`config.mk`:
```
export PLATFORM = sky130hd
export DESIGN_NAME = dio_bus_sequencer
export DESIGN_NICKNAME = d
export VERILOG_FILES = /design/src/rtl/dio_bus_sequencer_pkg.sv /design/src/rtl/dio_bus_sequencer_timeout_ctr.sv /design/src/rtl/dio_bus_sequencer.sv
export SDC_FILE = /design/constraint.sdc
export NUM_CORES = 1
export LEC_CHECK = 0
export ABC_AREA = 1
export ABC_CLOCK_PERIOD_IN_PS = 4400
export BUFFER_PORTS_ARGS = -buffer_cell sky130_fd_sc_hd__buf_2
export CAP_MARGIN = 0
export CORE_ASPECT_RATIO = 1.5
export CORE_MARGIN = 3
export CORE_UTILIZATION = 55
export CTS_CLUSTER_SIZE = 14
export DETAILED_ROUTE_END_ITERATION = 6
export PLACE_DENSITY = 0.8
export SYNTH_ARGS = -nofsm -noshare
export SYNTH_HDL_FRONTEND = slang
export SYNTH_SLANG_ARGS = --single-unit
export TNS_END_PERCENT = 20
```
`constraint.sdc`:
```
create_clock -name clk -period 4.4 [get_ports clk]
set_clock_uncertainty 0.2 [all_clocks]
set_input_delay 0.88 -clock clk [delete_from_list [all_inputs] [get_ports clk]]
set_output_delay 0.88 -clock clk [all_outputs]
set_load 0.05 [all_outputs]
```
`src/rtl/dio_bus_sequencer_pkg.sv`:
```
// Shared types for the data/IO bus sequencer: FSM state encoding and the latched bus command.
package dio_bus_sequencer_pkg;

  typedef enum logic [1:0] {
    IDLE   = 2'd0,
    ACCESS = 2'd1,
    GAP    = 2'd2,
    DONE   = 2'd3
  } state_t;

  typedef struct packed {
    logic        we;
    logic        io;
    logic [31:0] addr;
    logic [15:0] wdata;
  } bus_cmd_t;

  // IO space occupies the low 64K, so the upper address half is forced to zero.
  function automatic bus_cmd_t make_io_cmd(input logic we, input logic [15:0] io_address,
                                           input logic [15:0] wdata);
    bus_cmd_t cmd;
    cmd.we    = we;
    cmd.io    = 1'b1;
    cmd.addr  = {16'h0000, io_address};
    cmd.wdata = wdata;
    return cmd;
  endfunction

  function automatic bus_cmd_t make_data_cmd(input logic we, input logic [31:0] data_address,
                                             input logic [15:0] wdata);
    bus_cmd_t cmd;
    cmd.we    = we;
    cmd.io    = 1'b0;
    cmd.addr  = data_address;
    cmd.wdata = wdata;
    return cmd;
  endfunction

endpackage

```
`src/rtl/dio_bus_sequencer_timeout_ctr.sv`:
```
// Access watchdog: counts cycles while enabled and flags the last permitted cycle.
module dio_timeout_ctr #(
  parameter int unsigned TIMEOUT_CYCLES = 255
) (
  input  logic clk,
  input  logic rst_n,
  input  logic clear,
  input  logic enable,
  output logic terminal
);

  localparam logic [15:0] TERMINAL_COUNT = 16'(TIMEOUT_CYCLES - 1);

  logic [15:0] count_r;

  // Cycle counter with clear taking priority over increment.
  always_ff @(posedge clk or negedge rst_n) begin
    if (!rst_n) begin
      count_r <= 16'd0;
    end else if (clear) begin
      count_r <= 16'd0;
    end else if (enable) begin
      count_r <= count_r + 16'd1;
    end else begin
      count_r <= count_r;
    end
  end

  assign terminal = enable & (count_r == TERMINAL_COUNT);

endmodule

```
`src/rtl/dio_bus_sequencer.sv`:
```
// Sequences data/IO register-file accesses onto the external bus, stalling the pipeline until
// each access completes; a dual data+IO request is split into data first, then IO.
module dio_bus_sequencer
  import dio_bus_sequencer_pkg::*;
#(
  parameter int unsigned TIMEOUT_CYCLES = 255,
  parameter logic [15:0] ABORT_RDATA    = 16'hFFFF
) (
  input  logic        clk,
  input  logic        rst_n,
  input  logic        data_ren,
  input  logic        data_wren,
  input  logic        IO_ren,
  input  logic        IO_wren,
  input  logic [31:0] data_address,
  input  logic [15:0] IO_address,
  input  logic [15:0] wr_data,
  output logic        data_hazard,
  output logic [15:0] DIO_in,
  output logic        bus_req,
  output logic        bus_we,
  output logic        bus_io,
  output logic [31:0] bus_addr,
  output logic [15:0] bus_wdata,
  input  logic        bus_ack,
  input  logic [15:0] bus_rdata,
  output logic        timeout_err
);

  state_t      state_r;
  state_t      state_next_s;
  bus_cmd_t    cmd_r;
  bus_cmd_t    pend_cmd_r;
  bus_cmd_t    data_cmd_s;
  bus_cmd_t    io_cmd_s;
  logic        pending_io_r;
  logic        bus_req_r;
  logic [15:0] dio_in_r;
  logic        timeout_err_r;
  logic        data_req_s;
  logic        io_req_s;
  logic        any_req_s;
  logic        hazard_s;
  logic        in_access_s;
  logic        terminal_s;

  assign data_req_s  = data_ren | data_wren;
  assign io_req_s    = IO_ren | IO_wren;
  assign any_req_s   = data_req_s | io_req_s;
  assign data_cmd_s  = make_data_cmd(data_wren, data_address, wr_data);
  assign io_cmd_s    = make_io_cmd(IO_wren, IO_address, wr_data);
  assign in_access_s = (state_r == ACCESS);

  dio_timeout_ctr #(
    .TIMEOUT_CYCLES(TIMEOUT_CYCLES)
  ) u_timeout_ctr (
    .clk      (clk),
    .rst_n    (rst_n),
    .clear    (~in_access_s | bus_ack),
    .enable   (in_access_s),
    .terminal (terminal_s)
  );

  // FSM state register.
  always_ff @(posedge clk or negedge rst_n) begin
    if (!rst_n) begin
      state_r <= IDLE;
    end else begin
      state_r <= state_next_s;
    end
  end

  // Next-state and stall decode; DONE deliberately ignores strobes so the stalled instruction retires.
  always_comb begin
    state_next_s = state_r;
    hazard_s     = 1'b0;
    case (state_r)
      IDLE: begin
        if (any_req_s) begin
          hazard_s     = 1'b1;
          state_next_s = ACCESS;
        end else begin
          hazard_s     = 1'b0;
          state_next_s = IDLE;
        end
      end
      ACCESS: begin
        hazard_s = 1'b1;
        if (bus_ack) begin
          state_next_s = pending_io_r ? GAP : DONE;
        end else if (terminal_s) begin
          state_next_s = DONE;
        end else begin
          state_next_s = ACCESS;
        end
      end
      GAP: begin
        hazard_s     = 1'b1;
        state_next_s = ACCESS;
      end
      DONE: begin
        hazard_s     = 1'b0;
        state_next_s = IDLE;
      end
      default: begin
        hazard_s     = 1'b0;
        state_next_s = IDLE;
      end
    endcase
  end

  // Request latch, bus command registers and read-data capture.
  always_ff @(posedge clk or negedge rst_n) begin
    if (!rst_n) begin
      cmd_r         <= '0;
      pend_cmd_r    <= '0;
      pending_io_r  <= 1'b0;
      bus_req_r     <= 1'b0;
      dio_in_r      <= 16'h0000;
      timeout_err_r <= 1'b0;
    end else begin
      case (state_r)
        IDLE: begin
          if (any_req_s) begin
            cmd_r        <= data_req_s ? data_cmd_s : io_cmd_s;
            pend_cmd_r   <= io_cmd_s;
            pending_io_r <= data_req_s & io_req_s;
            bus_req_r    <= 1'b1;
          end
        end
        ACCESS: begin
          if (bus_ack) begin
            bus_req_r <= 1'b0;
            if (!cmd_r.we) begin
              dio_in_r <= bus_rdata;
            end
            if (pending_io_r) begin
              cmd_r        <= pend_cmd_r;
              pending_io_r <= 1'b0;
            end
          end else if (terminal_s) begin
            // A hung access also drops any queued IO half of a dual request.
            bus_req_r     <= 1'b0;
            timeout_err_r <= 1'b1;
            pending_io_r  <= 1'b0;
            if (!cmd_r.we) begin
              dio_in_r <= ABORT_RDATA;
            end
          end
        end
        GAP: begin
          bus_req_r <= 1'b1;
        end
        DONE: begin
          bus_req_r <= 1'b0;
        end
        default: begin
          bus_req_r    <= 1'b0;
          pending_io_r <= 1'b0;
        end
      endcase
    end
  end

  assign data_hazard = hazard_s & rst_n;
  assign DIO_in      = dio_in_r;
  assign bus_req     = bus_req_r;
  assign bus_we      = cmd_r.we;
  assign bus_io      = cmd_r.io;
  assign bus_addr    = cmd_r.addr;
  assign bus_wdata   = cmd_r.wdata;
  assign timeout_err = timeout_err_r;

endmodule

```
Word-level counts from Yosys, hierarchy flattened --
Cells that the tools add are included.
Storage, ports and cells: register bits after elaboration 121, output and inout bits 69, logic and storage cells 68
Operators by class: add/sub/neg operators 1, eq/ne operators 8, multiplexer cells 24, bitwise logic cells 10, reductions and logical operators 11
Operators by type and width (count):
- $mux 50 | 4
- $pmux 50 s2 | 1
- $mux 16 | 6
- $add 16x1->16 const B | 1
- $eq 16x8->1 const B | 1
- $reduce_and 3->1 | 3
- $pmux 2 s4 | 1
- $mux 1 | 7
- $ne 2x2->1 const B | 3
- $reduce_bool 2->1 | 3
- $eq 2x2->1 const B | 2
- $mux 2 | 2
- $or 1x1->1 | 4
- $pmux 1 s4 | 1
- $reduce_and 2->1 | 2
- $reduce_and 4->1 | 1
- $and 1x1->1 | 3
- $ne 3x2->1 const B | 1
- $not 1->1 | 3
- $pmux 1 s3 | 1
- $eq 2x1->1 const B | 1
- $logic_not 2->1 | 1
- $pmux 1 s2 | 1
- $reduce_or 2->1 | 1

Longest topological paths before layout --
depth in word-level cells 5, depth in mapped cells 12

Hierarchy --
A second synthesis with hierarchy kept.
Second synthesis, totals: cells, all modules 737, area, all modules 5839.4 sq um
Modules (own cells, without submodules):
- dio_bus_sequencer | times used 1, cells an instance 604, area an instance 4870.9 sq um, sequential area each 2627.5 sq um
- dio_timeout_ctr | times used 1, cells an instance 133, area an instance 968.4 sq um, sequential area each 400.4 sq um

Worst setup path before layout --
OpenSTA, ideal clock, no wires.
kind input port to output port, from in IO_ren, to out data_hazard, arrival time 1.486 ns, data required time 3.320 ns, slack 1.834 ns, stages 4, cell sequence nor2_1 > nand3_1 > o211ai_1 > inv_1
Between the ends: word-level cells in the longest chain between the ends 5
RTL lines:
- start: declaration | RTL line dio_bus_sequencer.sv:13 | input logic IO_ren,
- $or 1x1->1 | RTL line dio_bus_sequencer.sv:48 | assign io_req_s = IO_ren | IO_wren;
- $or 1x1->1 | RTL line dio_bus_sequencer.sv:49 | assign any_req_s = data_req_s | io_req_s;
- $mux 1 | RTL line dio_bus_sequencer.sv:79 | if (any_req_s) begin
- $pmux 1 s3 | RTL line dio_bus_sequencer.sv:77 | case (state_r)
- $and 1x1->1 | RTL line dio_bus_sequencer.sv:165 | assign data_hazard = hazard_s & rst_n;
- end: declaration | RTL line dio_bus_sequencer.sv:18 | output logic data_hazard,
No other way between the ends.

Worst setup path after layout --
from reg state_r[0], to out data_hazard
Between the ends: word-level cells in the longest chain between the ends 4, elaborated cells on any way between the ends 7, those cells by class 3 x eq/ne; 1 x mux; 1 x bitwise; 2 x reduce/logical
RTL lines:
- start: declaration | RTL line dio_bus_sequencer.sv:30 | state_t state_r;
- start signal: assignment | RTL line dio_bus_sequencer.sv:69 | state_r <= state_next_s;
- $eq 2x1->1 or $eq 2x2->1 (tied branches) | RTL line dio_bus_sequencer.sv:77
- $reduce_or 2->1 (no source line)
- $pmux 1 s3 (*) | RTL line dio_bus_sequencer.sv:77
- $and 1x1->1 (*) | RTL line dio_bus_sequencer.sv:165
Mark *: on every way between the ends. The rest lies on a longest branch, timed or not.

==> impl_results.md <==
- Outcome: finished, final reports clean
- Initial drt markers: 317
- Global route overflow: 0
- Hold Path Class: flop to flop
- Synth warn: 0
- H-tree Lvls: 4
- Root buffer cell: clkbuf_16
- Top cells by area, synth: dfrtp_1, nand2_1, a21oi_1, o21ai_0, inv_1
- Int Pwr: 3.326 mW
- Synth top area share: a little over half
- Post-synthesis sequential area ratio: between 50% and 60%
- CP endpoint kind: output pin
- Layout Utilization: a little under three quarters
- NetSw: between 2 and 3 mW
- Cts repair resizes: 0
- Final slew viol count: 0
- Die W: 88.09 um
- Worst-margin pin slew: 0.9180 ns
- Tcrit/Tclk final: 64.10%
- Detailed Routing Iterations Pass 1: 6
- Layout cells sized above 1: 26.64%
- IO buf count: 155
- Hold Fails Final Rpt: 0
- Clk Latency, worst-skew pair: 0.41 ns
- Via-to-Cell Ratio: 5.374
- DP Area: between 0.006 and 0.007 sq mm
- Max FO, Critical Path: 6
- All-layer global routing usage: 25.27%
- Vias in the first global route: 5008
- Max Fclk: 0.3546 GHz
- Largest net degree at the start of global routing: 72
- Maximum buffer depth of the clock tree: 2
- Routed wire length: 13700 um
- WS Path Type: flop to output pin
- Reg power frac: 29.7%
- Crit path time final: ~2.8 ns
- Via count: 5035
- Synth area leader: dfrtp_1
- Die ar.: 0.01137 sq mm
- Combinational share of power: 47.9%
- Data required, critical path: 3.32 ns
- # rows: 44
- Mapped Nets: 756
- CTS clk-pin slew, worst paths: 0.05 ns
- MaxCap Viol Count: 0
- Setup_tns: 0 ns
- Antenna diodes: 0
- Clk pwr share: 22.4%
- Hold_buf cts: 0
- Layout area overhead: 25.84%
- Number of synthesized register bits: 121
- Total power: 6.260 mW
- Initial antenna violation count: 0
- First-pass GRT wire length: between 20000 and 25000 um
- Maximum vdd drop: between 500 and 600 uV
- Critical path arrival: ~1.7 ns
- Post-synth cell types: 29
- CP startpoint kind: flop
- Routed Antenna Nets: 0
- Power per cell area: approximately 890 mW/mm^2
- Mapped cell area: 0.005559 sq mm
- Routed len/inst: 14.63 um
- Number of CTS-inserted buffers: 17
- Leakage: 3.535 nW
- RSZ-0062 raised after global routing: no
- Total setup buffers inserted after CTS: 0
- IO Pins: 156
- Clock sink total: 121
- Die Height: between 100 and 150 um
- Core box area: 0.009744 sq mm
- Syn Area/Cell: 8.372 sq um
- HPWL after DPL: 9375 um
- Switching Fraction: 46.87%
- Fin area: 0.006995 sq mm
- Gpl congestion: roughly 0.83
- CTS tree: built
- Relative slew margins: a little under 40%
- # setup viols final: 0
- Nets: 903
- Initial Util: 57.05%
- DRC viols: 0
- Cells after synthesis: 664
stage by stage:
step                cells  setup slack, ns  hold slack, ns
finish                937            1.580          0.2711
global route          937            1.434          0.2944
detailed placement    907            1.633          0.2570
CTS                   937            1.560          0.2725
global placement      907            1.647          0.2472
floorplan             664            1.834          0.2349
registers in the layout, indices dropped and copies added, names as in the netlist, 2 cells and up:
name	count
bus_wdata	16
state_r	2
pend_cmd_r	34
DIO_in	16
bus_addr	32
u_timeout_ctr.count_r	16
Yosys cell counts:
cell type / count
nor2_1: 63
mux2_2: 5
xnor2_1: 1
buf_2: 17
buf_4: 1
a2bb2oi_1: 1
clkbuf_1: 12
o21ai_0: 52
nand2_1: 164
or2_2: 17
nand2_2: 2
dfrtp_1: 121
nand3_1: 22
o211ai_1: 2
nand4_1: 18
inv_1: 67
nand3_2: 1
clkinv_1: 1
a21oi_4: 1
buf_1: 3
nor3_1: 5
o21bai_1: 1
nor2_2: 1
ha_1: 5
a21oi_1: 59
o21ai_1: 1
and3_1: 4
nor2_4: 1
o21a_1: 16
logic make-up (layout without fill, tap and decap cells):
kind of cell    after synthesis  in the layout  share of synthesized area, %
compound gates              133            133                         13.10
mux                           5              5                         1.013
simple gates                298            298                         22.87
xor+xnor                      1              1                        0.1576
buf+inv                     101            259                         7.270
fa+ha+maj                     5              5                         1.125
flops                       121            121                         54.47
worst paths after layout:
kind                             from                  endpoint  slack [ns]  cells past startpoint
setup / recovery           state_r[0]               data_hazard        1.58                      6
hold / removal             DIO_in[11]                DIO_in[11]        0.27                      2
setup reg to reg           state_r[0]               bus_addr[8]        1.95                      8
hold reg to reg            DIO_in[11]                DIO_in[11]        0.27                      2
max in group asynchronous       rst_n  u_timeout_ctr.count_r[3]        2.27                      3
min in group asynchronous       rst_n              bus_addr[28]        0.48                      2
final cells by class:
type / instances / area [sq um]
tap: 115 / 143.9
fill: 746 / 2749
clock buffer: 22 / 484.2
timing repair buffer: 161 / 835.8
multi-input combinational: 442 / 2130
clock inverter: 8 / 118.9
inverter: 68 / 255.2
sequential: 121 / 3028
power by group through the flow:
stage          sequential (mW)  combinational [mW]  clock (mW)
2_1_floorplan             2.83                1.35           0
3_3_place_gp              1.84                2.94           0
3_5_place_dp              1.86                3.01           0
4_1_cts                   1.86                3.03        1.41
5_1_grt                   1.91                3.32        1.47
6_report                  1.86                3.00        1.40
placed cells by master (no fill, tap or decap), types with 5 or more instances in the layout:
cell | synthesis | routed
nand2_1 | 164 | 164
buf_2 | 17 | 154
dfrtp_1 | 121 | 121
inv_1 | 67 | 67
nor2_1 | 63 | 63
a21oi_1 | 59 | 59
o21ai_0 | 52 | 52
nand3_1 | 22 | 22
nand4_1 | 18 | 18
or2_2 | 17 | 17
clkbuf_16 | 0 | 17
o21a_1 | 16 | 16
buf_4 | 1 | 6
nor3_1 | 5 | 5
mux2_2 | 5 | 5
critical path: stages (launching register included):
cell and delay [ns]:
dfrtp_1 0.42, inv_1 0.06, ha_1 0.27, nand3_1 0.17, o211ai_1 0.10, inv_1 0.06, buf_2 0.25
per-layer routing:
| metal | up-vias | GRT usage [%] | wire (um) |
|---|---|---|---|
| met5 | - | 0 | 0 |
| met4 | 0 | 12.99 | 490 |
| met3 | 43 | 5.789 | 678 |
| met2 | 180 | 42.50 | 7155 |
| met1 | 2393 | 30.02 | 5378 |
| li1 | 2419 | - | - |
Note: power is estimated with default switching activity, not from simulation.
